===== src/rtl/scope_tx_pkg.sv =====
// Shared types and helpers for the scope UART TX sequencer.
package scope_tx_pkg;

   typedef enum logic [2:0] {
      ST_IDLE,
      ST_RSP,
      ST_HDR,
      ST_SEQ,
      ST_SMP_HI,
      ST_SMP_LO,
      ST_CSUM,
      ST_GAP
   } state_t;

   localparam logic [7:0] HEADER_BYTE_DEF = 8'hA5;

   typedef struct packed {
      logic [7:0] hi;
      logic [7:0] lo;
   } sample_bytes_t;

   // Samples arrive zero-extended to 16 bits and go out MSB first.
   function automatic sample_bytes_t split_sample(input logic [15:0] s);
      return sample_bytes_t'(s);
   endfunction

endpackage


===== src/rtl/tx_byte_slot.sv =====
// Registered valid/data output slot: loads a new byte or holds until accepted.
module tx_byte_slot (
   input  logic       clk,
   input  logic       rst_n,
   input  logic       load,
   input  logic [7:0] load_data,
   input  logic       tx_ready,
   output logic       tx_valid,
   output logic [7:0] tx_data
);

   always_ff @(posedge clk or negedge rst_n) begin
      if (!rst_n) begin
         tx_valid <= 1'b0;
         tx_data  <= 8'h00;
      end else if (load) begin
         tx_valid <= 1'b1;
         tx_data  <= load_data;
      end else if (tx_ready) begin
         tx_valid <= 1'b0;
      end
   end

endmodule


===== src/rtl/scope_tx_sequencer.sv =====
// Arbitrates the UART TX byte path between ADC sample frames and command responses.
// Define SCOPE_FRAME_SEQ_EN to insert an 8-bit frame sequence number after the header.
module scope_tx_sequencer
   import scope_tx_pkg::*;
#(
   parameter int unsigned SAMPLE_W          = 12,
   parameter int unsigned SAMPLES_PER_FRAME = 64,
   parameter int unsigned FRAME_GAP_CYCLES  = 3744,
   parameter logic [7:0]  HEADER_BYTE       = HEADER_BYTE_DEF
) (
   input  logic                clk,
   input  logic                rst_n,
   input  logic                enable,
   input  logic                sample_valid,
   input  logic [SAMPLE_W-1:0] sample_data,
   output logic                sample_ready,
   input  logic                rsp_valid,
   input  logic [7:0]          rsp_data,
   output logic                rsp_ready,
   output logic                tx_valid,
   output logic [7:0]          tx_data,
   input  logic                tx_ready,
   output logic                frame_done,
   output logic                busy
);

   localparam int unsigned     GAP_W    = $clog2(FRAME_GAP_CYCLES + 1);
   localparam logic [7:0]       LAST_IDX = 8'(SAMPLES_PER_FRAME - 1);
   localparam logic [GAP_W-1:0] GAP_LAST = GAP_W'(FRAME_GAP_CYCLES - 1);

   state_t           state;
   logic [7:0]       csum;
   logic [7:0]       count;
   logic [GAP_W-1:0] gap_cnt;
   logic             csum_sent;
   logic [7:0]       lo_q;
   sample_bytes_t    cur_bytes;
   logic             slot_free;
   logic             load;
   logic [7:0]       load_data;
`ifdef SCOPE_FRAME_SEQ_EN
   logic [7:0]       seq_num;
`endif

   assign cur_bytes = split_sample(16'(sample_data));
   assign slot_free = !tx_valid || tx_ready;

   // Byte selection for the output slot and the consumer handshakes.
   always_comb begin
      load         = 1'b0;
      load_data    = 8'h00;
      sample_ready = 1'b0;
      rsp_ready    = 1'b0;
      case (state)
         ST_RSP: if (slot_free && rsp_valid) begin
            load      = 1'b1;
            load_data = rsp_data;
            rsp_ready = 1'b1;
         end
         ST_HDR: if (slot_free) begin
            load      = 1'b1;
            load_data = HEADER_BYTE;
         end
`ifdef SCOPE_FRAME_SEQ_EN
         ST_SEQ: if (slot_free) begin
            load      = 1'b1;
            load_data = seq_num;
         end
`endif
         ST_SMP_HI: if (slot_free && sample_valid) begin
            load         = 1'b1;
            load_data    = cur_bytes.hi;
            sample_ready = 1'b1;
         end
         ST_SMP_LO: if (slot_free) begin
            load      = 1'b1;
            load_data = lo_q;
         end
         ST_CSUM: if (slot_free && !csum_sent) begin
            load      = 1'b1;
            load_data = csum;
         end
         default: ;
      endcase
   end

   always_ff @(posedge clk or negedge rst_n) begin
      if (!rst_n) begin
         state      <= ST_IDLE;
         busy       <= 1'b0;
         frame_done <= 1'b0;
         csum       <= 8'h00;
         count      <= 8'h00;
         gap_cnt    <= '0;
         csum_sent  <= 1'b0;
         lo_q       <= 8'h00;
`ifdef SCOPE_FRAME_SEQ_EN
         seq_num    <= 8'h00;
`endif
      end else begin
         frame_done <= 1'b0;
         case (state)
            // Frame boundary: a pending response beats the next frame.
            ST_IDLE: begin
               if (rsp_valid) begin
                  state <= ST_RSP;
                  busy  <= 1'b1;
               end else if (enable) begin
                  state <= ST_HDR;
                  busy  <= 1'b1;
               end
            end
            ST_RSP: begin
               if (!rsp_valid || slot_free) begin
                  state <= ST_IDLE;
                  busy  <= 1'b0;
               end
            end
            ST_HDR: begin
               if (slot_free) begin
                  csum  <= 8'h00;
                  count <= 8'h00;
`ifdef SCOPE_FRAME_SEQ_EN
                  state <= ST_SEQ;
`else
                  state <= ST_SMP_HI;
`endif
               end
            end
`ifdef SCOPE_FRAME_SEQ_EN
            ST_SEQ: begin
               if (slot_free) begin
                  csum  <= csum + seq_num;
                  state <= ST_SMP_HI;
               end
            end
`endif
            ST_SMP_HI: begin
               if (slot_free && sample_valid) begin
                  lo_q  <= cur_bytes.lo;
                  csum  <= csum + cur_bytes.hi;
                  state <= ST_SMP_LO;
               end
            end
            ST_SMP_LO: begin
               if (slot_free) begin
                  csum <= csum + lo_q;
                  if (count == LAST_IDX) begin
                     count     <= 8'h00;
                     csum_sent <= 1'b0;
                     state     <= ST_CSUM;
                  end else begin
                     count <= count + 8'd1;
                     state <= ST_SMP_HI;
                  end
               end
            end
            // Checksum is loaded once, then the frame closes when it is accepted.
            ST_CSUM: begin
               if (!csum_sent) begin
                  if (slot_free) csum_sent <= 1'b1;
               end else if (tx_ready) begin
                  csum_sent  <= 1'b0;
                  frame_done <= 1'b1;
                  gap_cnt    <= '0;
                  state      <= ST_GAP;
`ifdef SCOPE_FRAME_SEQ_EN
                  seq_num    <= seq_num + 8'd1;
`endif
               end
            end
            ST_GAP: begin
               if (gap_cnt == GAP_LAST) begin
                  gap_cnt <= '0;
                  state   <= ST_IDLE;
                  busy    <= 1'b0;
               end else begin
                  gap_cnt <= gap_cnt + GAP_W'(1);
               end
            end
            default: begin
               state <= ST_IDLE;
               busy  <= 1'b0;
            end
         endcase
      end
   end

   tx_byte_slot u_slot (
      .clk       (clk),
      .rst_n     (rst_n),
      .load      (load),
      .load_data (load_data),
      .tx_ready  (tx_ready),
      .tx_valid  (tx_valid),
      .tx_data   (tx_data)
   );

endmodule


===== config.mk =====
export PLATFORM = sky130hd
export DESIGN_NAME = scope_tx_sequencer
export DESIGN_NICKNAME = d
export VERILOG_FILES = /design/src/rtl/scope_tx_pkg.sv /design/src/rtl/tx_byte_slot.sv /design/src/rtl/scope_tx_sequencer.sv
export SDC_FILE = /design/constraint.sdc
export NUM_CORES = 1
export LEC_CHECK = 0
export ABC_AREA = 1
export ABC_CLOCK_PERIOD_IN_PS = 2600
export BUFFER_PORTS_ARGS = -buffer_cell sky130_fd_sc_hd__clkbuf_2
export CAP_MARGIN = 20
export CORE_MARGIN = 3
export CORE_UTILIZATION = 58
export CTS_CLUSTER_DIAMETER = 200
export DETAILED_ROUTE_END_ITERATION = 10
export GPL_ROUTABILITY_DRIVEN = 0
export GPL_TIMING_DRIVEN = 1
export MAX_ROUTING_LAYER = met4
export PLACE_DENSITY = 0.87
export SYNTH_ARGS = -nofsm -noshare
export SYNTH_HDL_FRONTEND = slang
export SYNTH_SLANG_ARGS = --single-unit

===== constraint.sdc =====
create_clock -name clk -period 2.6 [get_ports clk]
set_clock_uncertainty 0.05 [all_clocks]
set_input_delay 0.52 -clock clk [delete_from_list [all_inputs] [get_ports clk]]
set_output_delay 0.52 -clock clk [all_outputs]
set_load 0.1 [all_outputs]

After elaboration in Yosys (flattened, before gate mapping). Index checks and enable logic that the tools add are counted. Widths: inputs -> output; s select.

Bits in registers: 51. Input port bits: 26. Output and inout port bits: 13. Logic and storage cells: 105.

Bitwise logic cells: 1. Muxes and demuxes: 50. Reductions and logical operators: 23. Eq/ne operators: 17. $add $sub $neg: 4.

Operator list (count): $mux 8 (9); $pmux 8 s5 (1); $mux 12 (3); $mux 3 (9); $pmux 12 s2 (1); $pmux 8 s3 (1); $pmux 3 s7 (1); $mux 1 (19); $ne 2x2->1 const B (8); $pmux 8 s2 (1); $add 12x1->12 const B (1); $eq 12x12->1 const B (1); $eq 3x3->1 const B (4); $reduce_and 3->1 (3); $add 8x1->8 const B (1); $add 8x4->8 (1); $add 8x8->8 (1); $eq 8x6->1 const B (1); $pmux 1 s4 (2); $reduce_and 4->1 (2); $reduce_and 8->1 (1); $reduce_bool 2->1 (4); $mux 4 (1); $reduce_or 4->1 (1); other kinds (13) (18).

Longest topological paths before layout.
Depth after elaboration: 6. Depth in mapped cells: 17. Mapped depth without buffers: 15.

Modules after synthesis. A second synthesis with hierarchy kept.

Cells, all modules: 464. Area, all modules: 3299.4 sq um.

Modules (own cells, without submodules): scope_tx_sequencer (cells each 426, area an instance 2957.8 sq um, seq. area each 1051.0 sq um, instances 1); tx_byte_slot (cells each 38, area an instance 341.6 sq um, seq. area each 225.2 sq um, instances 1).

Worst setup path before layout. Ideal clock, no wire load.

Kind: register to output. From: reg u_slot.tx_valid. To: out rsp_ready. Cell stages (with the launch flop): 5. Setup slack: 0.201 ns. Arrival time: 1.829 ns. Required time: 2.030 ns. Path buffers: 1. Path through: dfrtp_1 -> nand2_2 -> buf_6 -> nand2_1 -> nor2_4.

Cells in the longest elaborated chain, start to end: 5.

Ends and longest elaborated chain: from (decl) (line tx_byte_slot.sv:8) `output logic tx_valid,`; from (signal assigned) (line tx_byte_slot.sv:14) `tx_valid <= 1'b0;`; from (signal assigned) (line tx_byte_slot.sv:17) `tx_valid <= 1'b1;`; from (signal assigned) (line tx_byte_slot.sv:20) `tx_valid <= 1'b0;`; $logic_not 1->1 (line scope_tx_sequencer.sv:46) `assign slot_free = !tx_valid || tx_ready;`; $logic_or 1x1->1 (line scope_tx_sequencer.sv:46); $logic_and 1x1->1 (line scope_tx_sequencer.sv:55) `ST_RSP: if (slot_free && rsp_valid) begin`; $mux 1 (line scope_tx_sequencer.sv:55); $mux 1 (line scope_tx_sequencer.sv:54) `case (state)`; to (decl) (line scope_tx_sequencer.sv:19) `output logic rsp_ready,`.

No other way between the ends.

Final worst setup path.
From: reg state[1]. To: reg csum[6].

Cells in the longest elaborated chain, start to end: 3. Elaborated cells on any way between the ends: 9. Those cells by class: eq/ne (6); mux (1); reduce/logical (2).

Ends and longest elaborated chain: from (decl) (line scope_tx_sequencer.sv:31) `state_t state;`; from (signal assigned) (line scope_tx_sequencer.sv:89) `state <= ST_IDLE;`; from (signal assigned) (line scope_tx_sequencer.sv:106) `state <= ST_RSP;`; from (signal assigned) (line scope_tx_sequencer.sv:109) `state <= ST_HDR;`; $eq 3x3->1 or $eq 3x2->1 (tied branches) (line scope_tx_sequencer.sv:102) `case (state)`; $ne 2x2->1 (no source line) or $reduce_bool 3->1 (tied branches); $reduce_and 4->1 (no source line); to (signal assigned) (line scope_tx_sequencer.sv:141) `csum <= csum + cur_bytes.hi;`; to (signal assigned) (line scope_tx_sequencer.sv:147) `csum <= csum + lo_q;`; to (decl) (line scope_tx_sequencer.sv:32) `logic [7:0] csum;`.

Parallel ways exist; a longest one is shown, timed or not. A chain may end at the register's enable or synchronous reset.

==> impl_metrics.py <==
metrics = {
    "logic_synthesis": {
        "synth_compound_area_share_pct": 9.09,
        "syn-num-nets": 487,
        "postSynthAreaPerCell_sq_um": 7.14,
        "synth_top_cell_area_share_pct": 39.6,
        "synth_top_family_by_area": "simple AND/OR/NAND/NOR gates",
        "yosys.area_share.simple_pct": 37.5,
        "synth-seq-cells": 51,
        "synthXorXnorAreaFrac_pct": 0.816,
        "synthAdderAreaFrac_pct": 4.12,
        "syn_area_sq_mm": 0.00322,
        "yosysTopAreaCell": "dfrtp_1",
        "yosys_warnings": 0,
        "synth-seq-area-share_pct": 39.6,
        "postSynthCellCount": 451,
        "synth_cell_type_count": 33,
        "synth_mux_area_share_pct": 0,
        "yosys-top-cells-area": "dfrtp_1, nand2_1, nand3_1",
    },
    "routing": {
        "firstDrtPassIters": 5,
        "via_per_inst": 5.66,
        "drc": 0,
        "wirelength_mm": 7.79,
        "wire_per_inst_microns": 13.8,
        "ant_nets": 0,
        "drt_iter0_drc": 123,
        "vias": 3196,
    },
    "grt": {
        "grt.total_usage_pct": 26.6,
        "grt_pass1_wl_mm": 13.1,
        "grt_pass1_vias": 3039,
        "grt_antenna_before_repair": 0,
        "grt_max_degree": 31,
        "grt_overflow": 0,
    },
    "finish": {
        "post-route-util_pct": 68.9,
        "final_cell_mix": "nand2_1, dfrtp_1, inv_1, nand3_1, nor2_1",
        "final_common_cell": "nand2_1",
        "syn_to_final_growth_pct": 12.1,
        "nNetsFinal": 530,
        "drive_above_1_share_pct": 16.2,
        "diodes": 0,
    },
    "critical_path": {
        "cp_common_cell": "nand2_1",
        "crit_slowest_cell": "fa_1",
        "cpPeakStageDelay_ns": 0.44,
        "cp-start-kind": "flop",
        "path_buf_inv": 2,
        "crit_chain": "nor2_2 > inv_2 > o21ai_0 > inv_1 > fa_1 > o21ai_0 > nand2_1 > nand2_1 > nand2_1 > nand3_1 > nand2_1",
        "cp.arrival_ns": 2.56,
        "critPathCaptureType": "flop",
        "cp_data_required_time_ns": 2.76,
        "critPathTopFamily": "simple AND/OR/NAND/NOR gates",
        "worst-setup-path-type": "flop to flop",
        "cp_max_fo": 10,
    },
    "pwr": {
        "combPwrFrac_pct": 53.8,
        "cellPowerDensity_mw_per_mm2": 1120,
        "irDropWorstVdd_mv": 0.837,
        "p_leak_nw": 1.92,
        "power_switching_mw": 2.10,
        "switching_share_pct": 52.1,
        "power.internal_mw": 1.94,
        "pwr-share-seq_pct": 33.5,
        "p_clk_share_pct": 12.7,
    },
    "floorplanning": {
        "fp.dieH_microns": 80.5,
        "ios": 39,
        "initial_utilization_pct": 61.5,
        "die_x_microns": 80.5,
        "die_area_sq_mm": 0.00648,
        "core-area_sq_mm": 0.00524,
        "rows": 26,
    },
    "clocking": {
        "cts_tree": "yes",
        "clock-root-buffer": "clkbuf_8",
        "clk_pin_slew_ns": 0.10,
        "cts_max_path_buffers": 2,
        "postCtsSetupBuffers": 0,
        "clock_sinks": 51,
        "ctsResizeCount": 0,
        "insertion_delay_ns": 0.31,
        "cts_htree_levels": 2,
        "ctsHoldBuffers": 0,
        "cts_made_buffers": 5,
    },
    "sta": {
        "worst_slack_ns": 0.199,
        "slew_violations": 0,
        "period_share_pct": 92.4,
        "fmax_mhz": 416,
        "final_hold_viol_count": 0,
        "slew_headroom_pct": 61.1,
        "setup_tns_ns": 0,
        "fin_crit_ns": 2.40,
        "setup_violations": 0,
        "rsz0062_at_grt": "no",
        "worst_pin_slew_ns": 0.584,
        "timing.hold.ws_ns": 0.137,
    },
    "placement": {
        "post-place-ws_ns": 0.224,
        "hpwl_mm": 5.96,
        "port_buffers": 38,
    },
    "min_path": {
        "holdCritPathClass": "input pin to async pin",
    },
    "outcome": {
        "status": "completed",
    },
    "flow_run": {
        "cap_violations": 0,
    },
}
## worst paths after layout
| kind | start | endpoint | slack (ns) | depth (start not counted) |
|---|---|---|---|---|
| max reg2reg | state[1] | csum[6] | 0.20 | 11 |
| max | state[1] | csum[6] | 0.20 | 11 |
| max in group asynchronous | rst_n | csum[5] | 1.80 | 2 |
| min reg2reg | lo_q[1] | u_slot.tx_data[1] | 0.46 | 2 |
| min | rst_n | gap_cnt[10] | 0.14 | 1 |
| min in group clk | sample_data[2] | lo_q[2] | 0.35 | 3 |
## logic make-up (layout without fill, tap and decap cells)
| logic type | count (synthesis) | in the layout |
|---|---|---|
| AO/OA/AOI/OAI | 54 | 54 |
| buffers and inverters | 62 | 106 |
| flip-flops | 51 | 51 |
| adder cells (fa/ha/maj) | 10 | 10 |
| AND/OR/NAND/NOR | 271 | 271 |
| XOR/XNOR | 3 | 3 |
## per-layer routing
metal  global-route usage, %  wire length (microns)  up-vias
li1                        -                      -     1528
met1                    32.7                   3260     1497
met2                    43.3                   3780      151
met3                    4.71                    583       20
met4                    11.0                    160        0
met5                       -                      0        -
## flip-flops by register name, indices dropped and copies added, names as in the netlist
register         cells
state                3
u_slot.tx_valid      1
lo_q                 8
gap_cnt             12
busy                 1
csum_sent            1
frame_done           1
u_slot.tx_data       8
count                8
csum                 8
## power by group through the flow
stage | Clock (mW) | Sequential (mW) | Combinational (mW)
2_1_floorplan | 0 | 1.82 | 1.26
3_3_place_gp | 0 | 1.34 | 2.11
3_5_place_dp | 0 | 1.36 | 2.16
4_1_cts | 0.520 | 1.34 | 2.17
5_1_grt | 0.549 | 1.39 | 2.40
6_report | 0.513 | 1.35 | 2.17
## cell usage after synthesis
cell	count
nand2_4	2
nor2_1	41
a22oi_1	1
xnor2_1	1
nand4_1	8
o211ai_1	2
nand2_2	7
nor2_2	7
fa_1	1
a21o_1	1
nand3_1	48
o21ai_1	3
buf_4	3
nor3b_1	1
buf_6	5
o21bai_1	1
a21oi_2	1
nand3b_1	3
o22ai_1	2
inv_4	1
inv_1	49
nor3_1	2
a21oi_1	18
nand3_2	1
inv_2	4
nand2_1	146
xor2_1	2
ha_1	9
o21ai_0	24
nor2_4	4
nor3_2	1
a22o_1	1
dfrtp_1	51
## area by class of cell
| class | instances | area (sq um) |
|---|---|---|
| well taps | 70 | 87.6 |
| fillers | 431 | 1630 |
| clock buffers | 7 | 96.3 |
| repair buffers | 44 | 278 |
| flip-flops and latches | 51 | 1280 |
| multi-input cells | 338 | 1660 |
| inverters | 54 | 205 |
| clock inverters | 1 | 7.51 |
## worst register-to-register path, stage by stage (launching register included)
cell and delay (ns):
dfrtp_1 0.40, nor2_2 0.27, inv_2 0.15, o21ai_0 0.25, inv_1 0.10, fa_1 0.44, o21ai_0 0.30, nand2_1 0.11
nand2_1 0.08, nand2_1 0.05, nand3_1 0.06, nand2_1 0.05
## stage by stage
step	power, mW	instances	cell area (sq um)
after floorplan	3.07	451	3220
final	4.04	565	3610
after global placement	3.45	557	3510
after detailed placement	3.51	557	3510
after global routing	4.34	565	3610
after CTS	4.03	565	3610
Note: power is estimated with default switching activity, not from simulation.
